--- src/rtl/frame_capture_pkg.sv ---
`default_nettype none
// ============================================================================
//  Module      : frame_capture_pkg
//  Description : Pixel sensor configuration shared by the frame capture path:
//                array geometry, output bus width, beat types and counter
//                widths.
//  Revision    : 1.0 - initial release
// ============================================================================
package frame_capture_pkg;

    localparam int PIXEL_BITS         = 8;
    localparam int PIXEL_ARRAY_WIDTH  = 4;
    localparam int PIXEL_ARRAY_HEIGHT = 2;
    localparam int OUTPUT_BUS_WIDTH   = 2;

    // Number of bus transfers needed to move one sensor row
    localparam int BEATS_PER_ROW = PIXEL_ARRAY_WIDTH / OUTPUT_BUS_WIDTH;

    // Counter width that stays at least one bit for degenerate sizes
    function automatic int cnt_width(input int n);
        return (n > 1) ? $clog2(n) : 1;
    endfunction

    localparam int COL_W = cnt_width(BEATS_PER_ROW);
    localparam int ROW_W = cnt_width(PIXEL_ARRAY_HEIGHT);

    typedef logic [OUTPUT_BUS_WIDTH-1:0][PIXEL_BITS-1:0] pixel_beat_t;

    // One queued beat: pixels plus position flags
    typedef struct packed {
        pixel_beat_t data;
        logic        sof;
        logic        eol;
        logic        eof;
    } beat_t;

endpackage
`default_nettype wire

--- src/rtl/frame_capture_fifo.sv ---
`default_nettype none
// ============================================================================
//  Module      : capture_fifo
//  Description : Synchronous FIFO with full/empty status. A push into a full
//                FIFO is accepted when a pop happens in the same cycle.
//                Read data is forced to zero while empty.
//  Revision    : 1.0 - initial release
// ============================================================================
module capture_fifo #(
    parameter int DEPTH = 4,
    parameter int WIDTH = 8
) (
    input  logic             clk,
    input  logic             rst_n,
    input  logic             i_push,
    input  logic [WIDTH-1:0] i_wdata,
    input  logic             i_pop,
    output logic [WIDTH-1:0] o_rdata,
    output logic             o_full,
    output logic             o_empty
);

    localparam int c_AW = $clog2(DEPTH);

    logic [WIDTH-1:0] r_mem [DEPTH];
    logic [c_AW:0]    r_wr_ptr;
    logic [c_AW:0]    r_rd_ptr;
    logic             w_do_push;
    logic             w_do_pop;

    // Extra pointer MSB distinguishes full from empty
    assign o_empty   = (r_wr_ptr == r_rd_ptr);
    assign o_full    = (r_wr_ptr[c_AW] != r_rd_ptr[c_AW]) &&
                       (r_wr_ptr[c_AW-1:0] == r_rd_ptr[c_AW-1:0]);
    assign w_do_pop  = i_pop & ~o_empty;
    assign w_do_push = i_push & (~o_full | w_do_pop);
    assign o_rdata   = o_empty ? '0 : r_mem[r_rd_ptr[c_AW-1:0]];

    // Pointer update; pointers are the only state that needs a reset
    always_ff @(posedge clk or negedge rst_n) begin
        if (!rst_n) begin
            r_wr_ptr <= '0;
            r_rd_ptr <= '0;
        end else begin
            if (w_do_push) r_wr_ptr <= r_wr_ptr + 1'b1;
            if (w_do_pop)  r_rd_ptr <= r_rd_ptr + 1'b1;
        end
    end

    // Storage write
    always_ff @(posedge clk) begin
        if (w_do_push) r_mem[r_wr_ptr[c_AW-1:0]] <= i_wdata;
    end

endmodule
`default_nettype wire

--- src/rtl/frame_capture.sv ---
`default_nettype none
// ============================================================================
//  Module      : frame_capture
//  Description : Captures sensor pixel beats on the synchronised transfer
//                strobe, tags them with SOF/EOL/EOF from row/beat counters,
//                queues them and presents them on a valid/ready stream.
//                Resynchronises on frame-finished and keeps sticky error flags.
//  Revision    : 1.0 - initial release
// ============================================================================
module frame_capture
    import frame_capture_pkg::*;
#(
    parameter int FIFO_DEPTH  = 4,
    parameter int SYNC_STAGES = 2
) (
    input  logic        CLK,
    input  logic        RESET,
    input  logic        OUTPUT_CLK,
    input  pixel_beat_t DATA_IN,
    input  logic        FRAME_FINISHED,
    output logic        M_VALID,
    input  logic        M_READY,
    output pixel_beat_t M_DATA,
    output logic        M_SOF,
    output logic        M_EOL,
    output logic        M_EOF,
    input  logic        CLEAR_FLAGS,
    output logic        OVERFLOW,
    output logic        FRAME_ERROR
);

    localparam logic [COL_W-1:0] c_LAST_COL = COL_W'(BEATS_PER_ROW - 1);
    localparam logic [ROW_W-1:0] c_LAST_ROW = ROW_W'(PIXEL_ARRAY_HEIGHT - 1);

    logic [SYNC_STAGES-1:0] r_oclk_sync;
    logic [SYNC_STAGES-1:0] r_ff_sync;
    logic                   r_oclk_prev;
    logic                   r_ff_prev;
    logic                   r_capture;
    logic [COL_W-1:0]       r_col;
    logic [ROW_W-1:0]       r_row;
    logic                   r_overflow;
    logic                   r_frame_error;

    logic  w_oclk_rise;
    logic  w_ff_rise;
    logic  w_at_origin;
    logic  w_last_col;
    logic  w_last_row;
    logic  w_full;
    logic  w_empty;
    logic  w_drop;
    beat_t w_push_beat;
    beat_t w_head_beat;

    assign w_oclk_rise = r_oclk_sync[SYNC_STAGES-1] & ~r_oclk_prev;
    assign w_ff_rise   = r_ff_sync[SYNC_STAGES-1] & ~r_ff_prev;

    // Synchronisers, edge detectors and the registered capture pulse; the
    // pulse register leaves DATA_IN stable well inside the sensor hold window
    always_ff @(posedge CLK or negedge RESET) begin
        if (!RESET) begin
            r_oclk_sync <= '0;
            r_ff_sync   <= '0;
            r_oclk_prev <= 1'b0;
            r_ff_prev   <= 1'b0;
            r_capture   <= 1'b0;
        end else begin
            r_oclk_sync <= {r_oclk_sync[SYNC_STAGES-2:0], OUTPUT_CLK};
            r_ff_sync   <= {r_ff_sync[SYNC_STAGES-2:0], FRAME_FINISHED};
            r_oclk_prev <= r_oclk_sync[SYNC_STAGES-1];
            r_ff_prev   <= r_ff_sync[SYNC_STAGES-1];
            r_capture   <= w_oclk_rise;
        end
    end

    assign w_at_origin = (r_row == '0) && (r_col == '0);
    assign w_last_col  = (r_col == c_LAST_COL);
    assign w_last_row  = (r_row == c_LAST_ROW);

    assign w_push_beat.data = DATA_IN;
    assign w_push_beat.sof  = w_at_origin;
    assign w_push_beat.eol  = w_last_col;
    assign w_push_beat.eof  = w_last_col & w_last_row;

    // Position counters; resync overrides the advance so a coincident beat
    // keeps its pre-reset tag while the next beat starts a new frame
    always_ff @(posedge CLK or negedge RESET) begin
        if (!RESET) begin
            r_col <= '0;
            r_row <= '0;
        end else if (w_ff_rise) begin
            r_col <= '0;
            r_row <= '0;
        end else if (r_capture) begin
            if (w_last_col) begin
                r_col <= '0;
                r_row <= w_last_row ? '0 : r_row + 1'b1;
            end else begin
                r_col <= r_col + 1'b1;
            end
        end
    end

    capture_fifo #(
        .DEPTH (FIFO_DEPTH),
        .WIDTH ($bits(beat_t))
    ) u_fifo (
        .clk     (CLK),
        .rst_n   (RESET),
        .i_push  (r_capture),
        .i_wdata (w_push_beat),
        .i_pop   (M_READY),
        .o_rdata (w_head_beat),
        .o_full  (w_full),
        .o_empty (w_empty)
    );

    // A full FIFO implies a valid head, so a pop only depends on M_READY
    assign w_drop = r_capture & w_full & ~M_READY;

    // Sticky flags; a new set beats a clear in the same cycle
    always_ff @(posedge CLK or negedge RESET) begin
        if (!RESET) begin
            r_overflow    <= 1'b0;
            r_frame_error <= 1'b0;
        end else begin
            if (w_drop)           r_overflow <= 1'b1;
            else if (CLEAR_FLAGS) r_overflow <= 1'b0;
            if (w_ff_rise && !w_at_origin) r_frame_error <= 1'b1;
            else if (CLEAR_FLAGS)          r_frame_error <= 1'b0;
        end
    end

    assign M_VALID     = ~w_empty;
    assign M_DATA      = w_head_beat.data;
    assign M_SOF       = w_head_beat.sof;
    assign M_EOL       = w_head_beat.eol;
    assign M_EOF       = w_head_beat.eof;
    assign OVERFLOW    = r_overflow;
    assign FRAME_ERROR = r_frame_error;

endmodule
`default_nettype wire
--- config.mk ---
export PLATFORM = sky130hd
export DESIGN_NAME = frame_capture
export DESIGN_NICKNAME = d
export VERILOG_FILES = /design/src/rtl/frame_capture_pkg.sv /design/src/rtl/frame_capture_fifo.sv /design/src/rtl/frame_capture.sv
export SDC_FILE = /design/constraint.sdc
export NUM_CORES = 1
export LEC_CHECK = 0
export ABC_AREA = 1
export ABC_CLOCK_PERIOD_IN_PS = 4000
export BUFFER_PORTS_ARGS = -buffer_cell sky130_fd_sc_hd__buf_2
export CAP_MARGIN = 20
export CORE_ASPECT_RATIO = 1.1
export CORE_MARGIN = 2
export CORE_UTILIZATION = 45
export CTS_CLUSTER_SIZE = 12
export DETAILED_ROUTE_END_ITERATION = 7
export PLACE_DENSITY_LB_ADDON = 0.3
export SLEW_MARGIN = 10
export SYNTH_ARGS = -nofsm -noshare
export SYNTH_HDL_FRONTEND = slang
export SYNTH_SLANG_ARGS = --single-unit
--- constraint.sdc ---
create_clock -name CLK -period 4 [get_ports CLK]
set_input_delay 0.6 -clock CLK [delete_from_list [all_inputs] [get_ports CLK]]
set_output_delay 0.6 -clock CLK [all_outputs]
set_load 0.02 [all_outputs]
==> results of run 1 <==
cells by family after synthesis:
kind of cell | after synthesis | share of synthesized area (%)
xor+xnor | 3 | 0.702
flops | 93 | 72.4
buf+inv | 49 | 5.65
simple gates | 103 | 11.0
compound gates | 59 | 8.63
fa+ha+maj | 5 | 1.67
placed cells by master (no fill, tap or decap), drive strengths merged:
cell type,instances
buf,50
edfxtp,76
clkinvlp,1
nor3,1
nor2,49
clkinv,2
nand3,7
o22ai,19
o32ai,1
nand2,46
o21ai,39
dfrtp,17
ha,5
xor2,3
clkbuf,11
inv,35
layout make-up:
class	instances	area, um^2	area share (%)
repair buffers	50	268	6.34
multi-input cells	170	833	19.7
clock buffers	11	131	3.11
inverters	35	131	3.11
flip-flops and latches	93	2710	64.1
clock inverters	3	15.0	0.356
well taps	108	135	3.20
synthesized netlist by cell type:
cell,n
nand2_2,3
clkbuf_1,5
buf_4,2
o21ai_0,36
buf_2,4
o32ai_1,1
xor2_1,3
nor2_1,48
nor2_4,1
edfxtp_1,76
nor3_1,1
nand3_1,7
ha_1,5
buf_1,1
dfrtp_1,17
inv_2,2
inv_1,33
o21ai_1,3
o22ai_1,19
buf_6,2
nand2_1,43
per-layer routing:
layer | vias to the layer above | track usage, %
met4 | 0 | 5.83
li1 | 1152 | -
met1 | 1070 | 19.2
met5 | - | 0
met3 | 8 | 4.09
met2 | 57 | 27.4
report_power, final:
part | internal, uW | switching [uW]
combinational | 400 | 880
clock | 215 | 286
sequential | 1170 | 77.3
worst max path at each step:
stage	startpoint	endpoint	slack (ps)	cells past startpoint
final	u_fifo.r_rd_ptr[0]	M_EOF	960	8
after global routing	u_fifo.r_rd_ptr[0]	M_EOF	740	8
after CTS	u_fifo.r_rd_ptr[0]	M_EOF	960	8
after detailed placement	u_fifo.r_rd_ptr[0]	M_EOF	1360	8
after global placement	u_fifo.r_rd_ptr[0]	M_DATA[1]	1390	8
after floorplan	u_fifo.r_wr_ptr[0]	u_fifo.r_mem[0][0]	1890	7
per-stage QoR:
stage,util [%],power [uW]
after detailed placement,51.0,2560
final,52.8,3030
after global placement,51.0,2530
after floorplan,-,2200
after CTS,52.8,3070
after global routing,52.8,3240
state kept, by name, indices dropped and copies added (netlist names):
| register | flops |
|---|---|
| r_oclk_prev | 1 |
| r_row | 1 |
| u_fifo.r_mem | 76 |
| r_oclk_sync | 2 |
| FRAME_ERROR | 1 |
| r_ff_prev | 1 |
| u_fifo.r_rd_ptr | 3 |
| OVERFLOW | 1 |
| r_col | 1 |
| r_capture | 1 |
| u_fifo.r_wr_ptr | 3 |
| r_ff_sync | 2 |
==> flow_metrics.py, run 1 <==
metrics = {
    "placement": {
        "routabilityCongestion": 0.734,
        "placedInstanceArea_um2": 4080,
        "pre_cts_ws_ps": 1360,
        "dpl.hpwl_mm": 4.19,
        "dpl.cell_count": 456,
        "portBuffers": 43,
    },
    "clocking": {
        "cts_setup_buffers": 0,
        "numClockSinks": 93,
        "htreeDepth": 3,
        "cts_tree": "done",
        "clkTransAtPathRegs_ps": 80,
        "cts_root_buf": "clkbuf_8",
        "hold_buffers": 0,
        "insertion_delay_ps": 350,
        "numCtsBuffers": 9,
        "clk_path_buf_depth": 2,
        "ctsResizeCount": 0,
    },
    "logic_synthesis": {
        "synthTopCellsByArea": "edfxtp_1 (61%), dfrtp_1 (11%), o21ai_0 (4.8%)",
        "synth-seq-cells": 93,
        "yosysWarnings": 0,
        "synth_cell_type_count": 21,
        "syn-cell-area_um2": 3740,
        "ys_seq_area_share_pct": 72.4,
        "syn_nets": 339,
        "avgSynthCellArea_um2": 12.0,
        "synth_top_area_cell": "edfxtp_1",
        "synthCells": 312,
        "netlist.area_leader.share_pct": 61.0,
    },
    "routing": {
        "wl_met3_um": 357,
        "routed_via_density": 4.87,
        "detail-route-antenna-nets": 0,
        "route.detailed.drc": 0,
        "drt-initial-drc-count": 112,
        "wl_met2_mm": 3.36,
        "vias": 2287,
        "wl_per_cell_um": 14.5,
        "dr.pass1.iters": 4,
        "top_layer": "met4",
        "routed_wl_mm": 6.82,
        "met1_length_mm": 3.01,
    },
    "grt": {
        "track_usage_pct": 15.8,
        "antenna_found_initial": 0,
        "grt_overflow": 0,
        "grt_pass1_vias": 2182,
        "grt_start_max_net_pins": 40,
        "grt_pass1_wl_mm": 10.8,
    },
    "critical_path": {
        "rr_endpoint": "u_fifo.r_mem[1][3]",
        "reg2reg_depth": 8,
        "crit_path_max_fanout": 24,
        "worstPathCellList": "buf_4 > nand2_1 > nand2_1 > nor2_4 > nand2_2 > nand2_1 > inv_1 > buf_2",
        "criticalPathCategory": "flip-flop to primary output",
        "worst-path-buf-inv": 3,
        "crit_arrival_ps": 2440,
        "crit_top_cell": "nand2_1",
        "end_kind": "primary output",
        "slowest_stage": "dfrtp_1",
        "path_delay_family": "simple AND/OR/NAND/NOR gates",
        "crit_required_ps": 3400,
        "cp_slowest_stage_delay_ps": 720,
        "crit_path_start_kind": "flip-flop",
        "rrSetupSlack_ps": 1730,
        "timing.rr.start": "u_fifo.r_rd_ptr[0]",
    },
    "final_layout": {
        "stdcell_count": 470,
        "stdcell_area_um2": 4220,
        "syn_to_final_growth_pct": 12.8,
        "antennaDiodeCount": 0,
        "fill_cells": 721,
        "final_layout_size_suffix_gt1_share_pct": 19.3,
        "nets": 386,
    },
    "status": {
        "status": "finished clean",
    },
    "timing": {
        "tightest_slew_ps": 580,
        "fin_crit_ps": 3040,
        "slew_headroom_pct": 61.3,
        "hold_ws_ps": 162,
        "setup_ws_ps": 957,
        "drv_slew": 0,
        "max_freq_mhz": 329,
        "setup_tns_ps": 0,
        "setup_viol": 0,
        "clock-skew-final_ps": 9.13,
        "period_share_pct": 76.1,
        "rsz0062_at_grt": "false",
        "hold_viol_final": 0,
    },
    "power": {
        "powerDensity_nw_per_um2": 718,
        "vdd_drop_max_uv": 299,
        "p_leak_uw": 0.00174,
    },
    "worst_hold_path": {
        "hp-class": "input pin to async pin",
    },
    "run": {
        "cap_viol_max_count": 0,
    },
    "floorplanning": {
        "core-area_um2": 8000,
        "rows": 34,
        "die_h_um": 99.6,
        "dieArea_um2": 9060,
        "boundaryPins": 44,
        "start_util_pct": 46.8,
        "die_w_um": 91.0,
    },
}
No activity file was read; power rests on OpenSTA's default activity.
==> run 2: changes to the inputs <==
--- a/config.mk
+++ b/config.mk
@@ -6,7 +6,7 @@
 export NUM_CORES = 1
 export LEC_CHECK = 0
 export ABC_AREA = 1
-export ABC_CLOCK_PERIOD_IN_PS = 4000
+export ABC_CLOCK_PERIOD_IN_PS = 2800
 export BUFFER_PORTS_ARGS = -buffer_cell sky130_fd_sc_hd__buf_2
 export CAP_MARGIN = 20
 export CORE_ASPECT_RATIO = 1.1
==> constraint.sdc (replaced) <==
create_clock -name CLK -period 2.8 [get_ports CLK]
set_input_delay 0.42 -clock CLK [delete_from_list [all_inputs] [get_ports CLK]]
set_output_delay 0.42 -clock CLK [all_outputs]
set_load 0.02 [all_outputs]
==> flow_metrics.py, run 2 (synthesis results as in run 1) <==
metrics = {
    "critical_path": {
        "worst-path-buf-inv": 4,
        "path_delay_family": "simple AND/OR/NAND/NOR gates",
        "criticalPathCategory": "flip-flop to primary output",
        "slowest_stage": "dfrtp_1",
        "end_kind": "primary output",
        "crit_path_start_kind": "flip-flop",
        "crit_top_cell": "nand2_1",
        "worstPathCellList": "buf_4 > inv_2 > nand2_1 > nand2_1 > nor2_4 > nand2_2 > nand2_1 > inv_1 > buf_2",
        "crit_path_max_fanout": 24,
        "crit_required_ps": 2380,
        "cp_slowest_stage_delay_ps": 390,
        "crit_arrival_ps": 2030,
    },
    "timing": {
        "slew_headroom_pct": 65.9,
        "period_share_pct": 87.5,
        "hold_viol_final": 0,
        "tightest_slew_ps": 510,
        "setup_ws_ps": 350,
        "max_freq_mhz": 408,
        "rsz0062_at_grt": "false",
        "setup_viol": 0,
        "setup_tns_ps": 0,
        "drv_slew": 0,
        "clock-skew-final_ps": 13.8,
        "fin_crit_ps": 2450,
    },
    "clocking": {
        "clk_path_buf_depth": 2,
        "numClockSinks": 93,
        "ctsResizeCount": 0,
        "htreeDepth": 3,
        "clkTransAtPathRegs_ps": 90,
        "numCtsBuffers": 9,
        "cts_tree": "done",
        "insertion_delay_ps": 360,
        "cts_root_buf": "clkbuf_8",
    },
    "grt": {
        "busiest_layer": "met2",
        "grt_start_max_net_pins": 32,
        "globalRouteMet2Util_pct": 27.3,
        "grtUsageMet1_pct": 21.4,
        "grt_overflow": 0,
        "grt_pass1_wl_mm": 11.5,
        "grt_pass1_vias": 2386,
        "grt_use_met3_pct": 4.17,
        "track_usage_pct": 16.4,
        "antenna_found_initial": 0,
    },
    "run": {
        "cap_viol_max_count": 0,
    },
    "routing": {
        "route.detailed.drc": 0,
        "wl_per_cell_um": 14.7,
        "dr.pass1.iters": 4,
        "routed_via_density": 4.94,
        "vias": 2355,
        "detail-route-antenna-nets": 0,
        "drt-initial-drc-count": 215,
        "routed_wl_mm": 7.00,
    },
    "final_layout": {
        "final_layout_size_suffix_gt1_share_pct": 21.4,
        "largest_register_ffs": 76,
        "syn_to_final_growth_pct": 15.5,
        "antennaDiodeCount": 0,
        "final_common_cell": "edfxtp_1",
        "nets": 391,
        "layout_common_cells": "edfxtp_1 (76), nor2_1 (44), nand2_1 (43), buf_2 (43), o21ai_0 (36)",
    },
    "power": {
        "internal-power_uw": 2690,
        "powerDensity_nw_per_um2": 1050,
        "pwr-share-seq_pct": 39.0,
        "p_leak_uw": 0.00179,
        "p_total_uw": 4530,
        "comb_power_share_pct": 41.6,
        "vdd_drop_max_uv": 582,
        "power_switching_uw": 1840,
        "clkPwrFrac_pct": 19.4,
        "p_sw_share_pct": 40.6,
    },
    "floorplanning": {
        "die_h_um": 99.6,
        "core-area_um2": 8000,
        "rows": 34,
        "dieArea_um2": 9060,
        "boundaryPins": 44,
        "start_util_pct": 46.8,
        "die_w_um": 91.0,
    },
    "worst_hold_path": {
        "hp-class": "input pin to flip-flop",
    },
    "placement": {
        "pre_cts_ws_ps": 701,
        "portBuffers": 43,
        "dpl.hpwl_mm": 4.44,
        "routabilityCongestion": 0.835,
    },
    "status": {
        "status": "finished clean",
    },
}
-- run 2: changes by cell type in the layout (fill, tap and decap cells not counted), sizes merged --
cell	delta
buf	+4
clkinv	-1
clkbuf	-2
dlygate4sd3	+1
clkinvlp	+2
inv	+2
bufinv	+1
-- run 2: what timing repair did --
item                                   CTS  global route
endpoints found under the hold margin   17             0
buffers inserted                         0             0
hold buffers                             1             0
setup endpoints to repair                0             0
-- run 2: layout make-up --
cell class	count	area, um^2
fillers	725	3670
flip-flops and latches	93	2710
multi-input cells	170	833
repair buffers	55	320
well taps	108	135
inverters	35	131
clock buffers	9	124
clock inverters	7	71.3
-- run 2: metal layers --
| layer | vias up | share of wire, % |
|---|---|---|
| li1 | 1168 | - |
| met4 | 0 | 1.6 |
| met1 | 1122 | 46 |
| met3 | 9 | 4.7 |
| met2 | 56 | 48 |
| met5 | - | 0 |
-- run 2: power by group through the flow --
stage / registers [uW] / clock network, uW / logic [uW]
detailed placement: 1800 / 0 / 1900
finish: 1770 / 878 / 1880
global route: 1790 / 944 / 2120
global placement: 1790 / 0 / 1880
floorplan: 1780 / 0 / 1360
CTS: 1770 / 889 / 1910
-- run 2: path summary, 6_finish.rpt --
path                                    start            endpoint  slack [ps]  cells after the start
hold / removal                 FRAME_FINISHED        r_ff_sync[0]         170                      1
hold reg to reg                r_oclk_sync[0]      r_oclk_sync[1]         350                      0
setup / recovery           u_fifo.r_rd_ptr[0]          M_DATA[15]         350                      9
min in group asynchronous               RESET  u_fifo.r_rd_ptr[2]         510                      2
setup reg to reg           u_fifo.r_rd_ptr[0]  u_fifo.r_mem[0][6]         690                      9
max in group asynchronous               RESET  u_fifo.r_wr_ptr[0]        2000                      2
-- run 2: per-stage QoR --
step	cell area [um^2]	utilization, %	hold WS, ps	instances
3_3_place_gp	4120	51.5	332	460
4_1_cts	4320	54.1	160	477
5_1_grt	4320	54.1	148	477
6_report	4320	54.1	170	477
2_1_floorplan	3740	-	124	312
3_5_place_dp	4120	51.5	336	460
-- run 2: worst register-to-register path: cells and delay by family, from the launching register on --
kind                   cells  cell delay (ps)
flip-flops                 1              390
AND/OR/NAND/NOR            6              840
buffers and inverters      3              610
==> run 3: changes to the inputs <==
--- a/config.mk
+++ b/config.mk
@@ -9,11 +9,14 @@
 export ABC_CLOCK_PERIOD_IN_PS = 2800
 export BUFFER_PORTS_ARGS = -buffer_cell sky130_fd_sc_hd__buf_2
 export CAP_MARGIN = 20
-export CORE_ASPECT_RATIO = 1.1
+export CELL_PAD_IN_SITES_DETAIL_PLACEMENT = 0
+export CELL_PAD_IN_SITES_GLOBAL_PLACEMENT = 1
+export CORE_ASPECT_RATIO = 1.4
 export CORE_MARGIN = 2
-export CORE_UTILIZATION = 45
+export CORE_UTILIZATION = 42
 export CTS_CLUSTER_SIZE = 12
 export DETAILED_ROUTE_END_ITERATION = 7
+export GPL_TIMING_DRIVEN = 0
 export PLACE_DENSITY_LB_ADDON = 0.3
 export SLEW_MARGIN = 10
 export SYNTH_ARGS = -nofsm -noshare
==> flow_metrics.py, run 3 (synthesis results as in run 1) <==
metrics = {
    "floorplanning": {
        "boundaryPins": 44,
        "die_w_um": 83.8,
        "die_h_um": 116,
        "dieArea_um2": 9690,
        "rows": 40,
        "core-area_um2": 8610,
        "start_util_pct": 43.5,
    },
    "critical_path": {
        "crit_required_ps": 2380,
        "reg2reg_depth": 8,
        "crit_arrival_ps": 1940,
        "criticalPathCategory": "flip-flop to primary output",
        "rr_endpoint": "u_fifo.r_mem[0][13]",
        "timing.rr.start": "u_fifo.r_wr_ptr[0]",
        "crit_path_max_fanout": 10,
        "crit_path_start_kind": "flip-flop",
        "end_kind": "primary output",
        "rrSetupSlack_ps": 680,
    },
    "timing": {
        "drv_slew": 0,
        "fin_crit_ps": 2360,
        "hold_ws_ps": -8.52,
        "hold_viol_final": 17,
        "clock-skew-final_ps": 4.48,
        "setup_viol": 0,
        "tightest_slew_ps": 686,
        "rsz0062_at_grt": "false",
        "period_share_pct": 84.2,
        "slew_headroom_pct": 54.2,
        "max_freq_mhz": 424,
    },
    "routing": {
        "vias": 2422,
        "routed_wl_mm": 7.65,
        "route.detailed.drc": 0,
        "detail-route-antenna-nets": 0,
        "drt-initial-drc-count": 178,
        "wl_per_cell_um": 16.0,
        "routed_via_density": 5.06,
        "dr.pass1.iters": 5,
    },
    "clocking": {
        "ctsResizeCount": 0,
        "clk_path_buf_depth": 2,
        "htreeDepth": 3,
        "cts_setup_buffers": 0,
        "clkTransAtPathRegs_ps": 60,
        "insertion_delay_ps": 340,
        "numClockSinks": 93,
        "cts_root_buf": "clkbuf_16",
        "hold_buffers": 0,
        "numCtsBuffers": 9,
        "cts_tree": "done",
    },
    "power": {
        "p_leak_uw": 0.00186,
        "internal-power_uw": 3110,
        "pwr-share-seq_pct": 35.0,
        "vdd_drop_max_uv": 668,
        "comb_power_share_pct": 40.1,
        "p_sw_share_pct": 38.6,
        "clkPwrFrac_pct": 24.9,
        "power_switching_uw": 1950,
        "p_total_uw": 5060,
        "powerDensity_nw_per_um2": 1130,
    },
    "placement": {
        "routabilityCongestion": 0.709,
        "dpl.hpwl_mm": 4.93,
        "dpl.cell_count": 464,
        "portBuffers": 43,
    },
    "final_layout": {
        "stdcell_count": 479,
        "final_common_cell": "edfxtp_1",
        "nets": 397,
        "final_layout_size_suffix_gt1_share_pct": 21.1,
        "antennaDiodeCount": 0,
        "largest_register_ffs": 76,
        "layout_common_cells": "edfxtp_1 (76), buf_2 (47), nor2_1 (44), nand2_1 (43), o21ai_0 (36)",
        "syn_to_final_growth_pct": 19.5,
    },
    "grt": {
        "track_usage_pct": 16.8,
        "grt_pass1_vias": 2461,
        "antenna_found_initial": 0,
        "grt_overflow": 0,
        "grt_pass1_wl_mm": 12.2,
        "grt_start_max_net_pins": 18,
    },
    "run": {
        "cap_viol_max_count": 0,
    },
    "worst_hold_path": {
        "hp-class": "input pin to async pin",
    },
    "status": {
        "violations": "hold timing",
        "status": "finished with violations",
    },
}
-- run 3: changes by cell type in the layout (fill, tap and decap cells not counted), sizes merged --
| cell | previous run | this run |
|---|---|---|
| clkbuf | 9 | 14 |
| clkinvlp | 3 | 0 |
| buf | 54 | 56 |
| clkinv | 1 | 3 |
| bufinv | 1 | 2 |
| dlygate4sd3 | 1 | 0 |
| inv | 37 | 36 |
-- run 3: through the flow --
stage          TNS, ps  cell area, um^2  utilization [%]  setup WS [ps]
2_1_floorplan        0             3740                -            689
6_report             0             4470             51.9            443
3_3_place_gp     -5560             4090             47.5           -112
5_1_grt              0             4470             51.9            286
4_1_cts              0             4470             51.9            448
3_5_place_dp         0             4160             48.3            650
-- run 3: cell type report --
type / instances / area (um^2)
plain buffers: 14 / 80.1
clock buffers: 9 / 225
clock inverters: 6 / 86.3
fillers: 758 / 4140
inverters: 35 / 131
multi-input cells: 170 / 833
flip-flops and latches: 93 / 2710
well taps: 105 / 131
repair buffers: 47 / 275
-- run 3: how the worst max path moves through the flow --
| stage | startpoint | to | slack, ps | cells past startpoint |
|---|---|---|---|---|
| 2_1_floorplan | u_fifo.r_wr_ptr[0] | u_fifo.r_mem[0][0] | 690 | 7 |
| 3_3_place_gp | u_fifo.r_wr_ptr[0] | u_fifo.r_mem[3][17] | -110 | 7 |
| 3_5_place_dp | u_fifo.r_wr_ptr[0] | u_fifo.r_mem[0][17] | 650 | 8 |
| 4_1_cts | u_fifo.r_rd_ptr[1] | M_SOF | 450 | 8 |
| 5_1_grt | u_fifo.r_rd_ptr[1] | M_SOF | 290 | 8 |
| 6_report | u_fifo.r_rd_ptr[1] | M_SOF | 440 | 8 |
-- run 3: worst max-delay path, stage by stage, from the launching register on --
cell and delay, ps:
dfrtp_1 440, inv_2 70, buf_2 220, buf_2 280, o21ai_0 130, o22ai_1 150
nand2_1 90, inv_1 60, buf_2 150
-- run 3: power groups by stage --
| stage | sequential (uW) | combinational (uW) | clock (uW) |
|---|---|---|---|
| floorplan | 1780 | 1360 | 0 |
| global placement | 1800 | 1980 | 0 |
| detailed placement | 1800 | 2040 | 0 |
| CTS | 1770 | 2050 | 1280 |
| global route | 1790 | 2270 | 1330 |
| finish | 1770 | 2030 | 1260 |
-- run 3: metal layers --
metal | up-vias | track usage, % | part of all wire, % | wire length [um]
met1 | 1173 | 19.3 | 41 | 3160
met3 | 10 | 4.49 | 4.4 | 335
met5 | - | 0 | 0 | 0
met2 | 59 | 29.5 | 53 | 4040
li1 | 1180 | - | - | -
met4 | 0 | 7.53 | 1.5 | 115
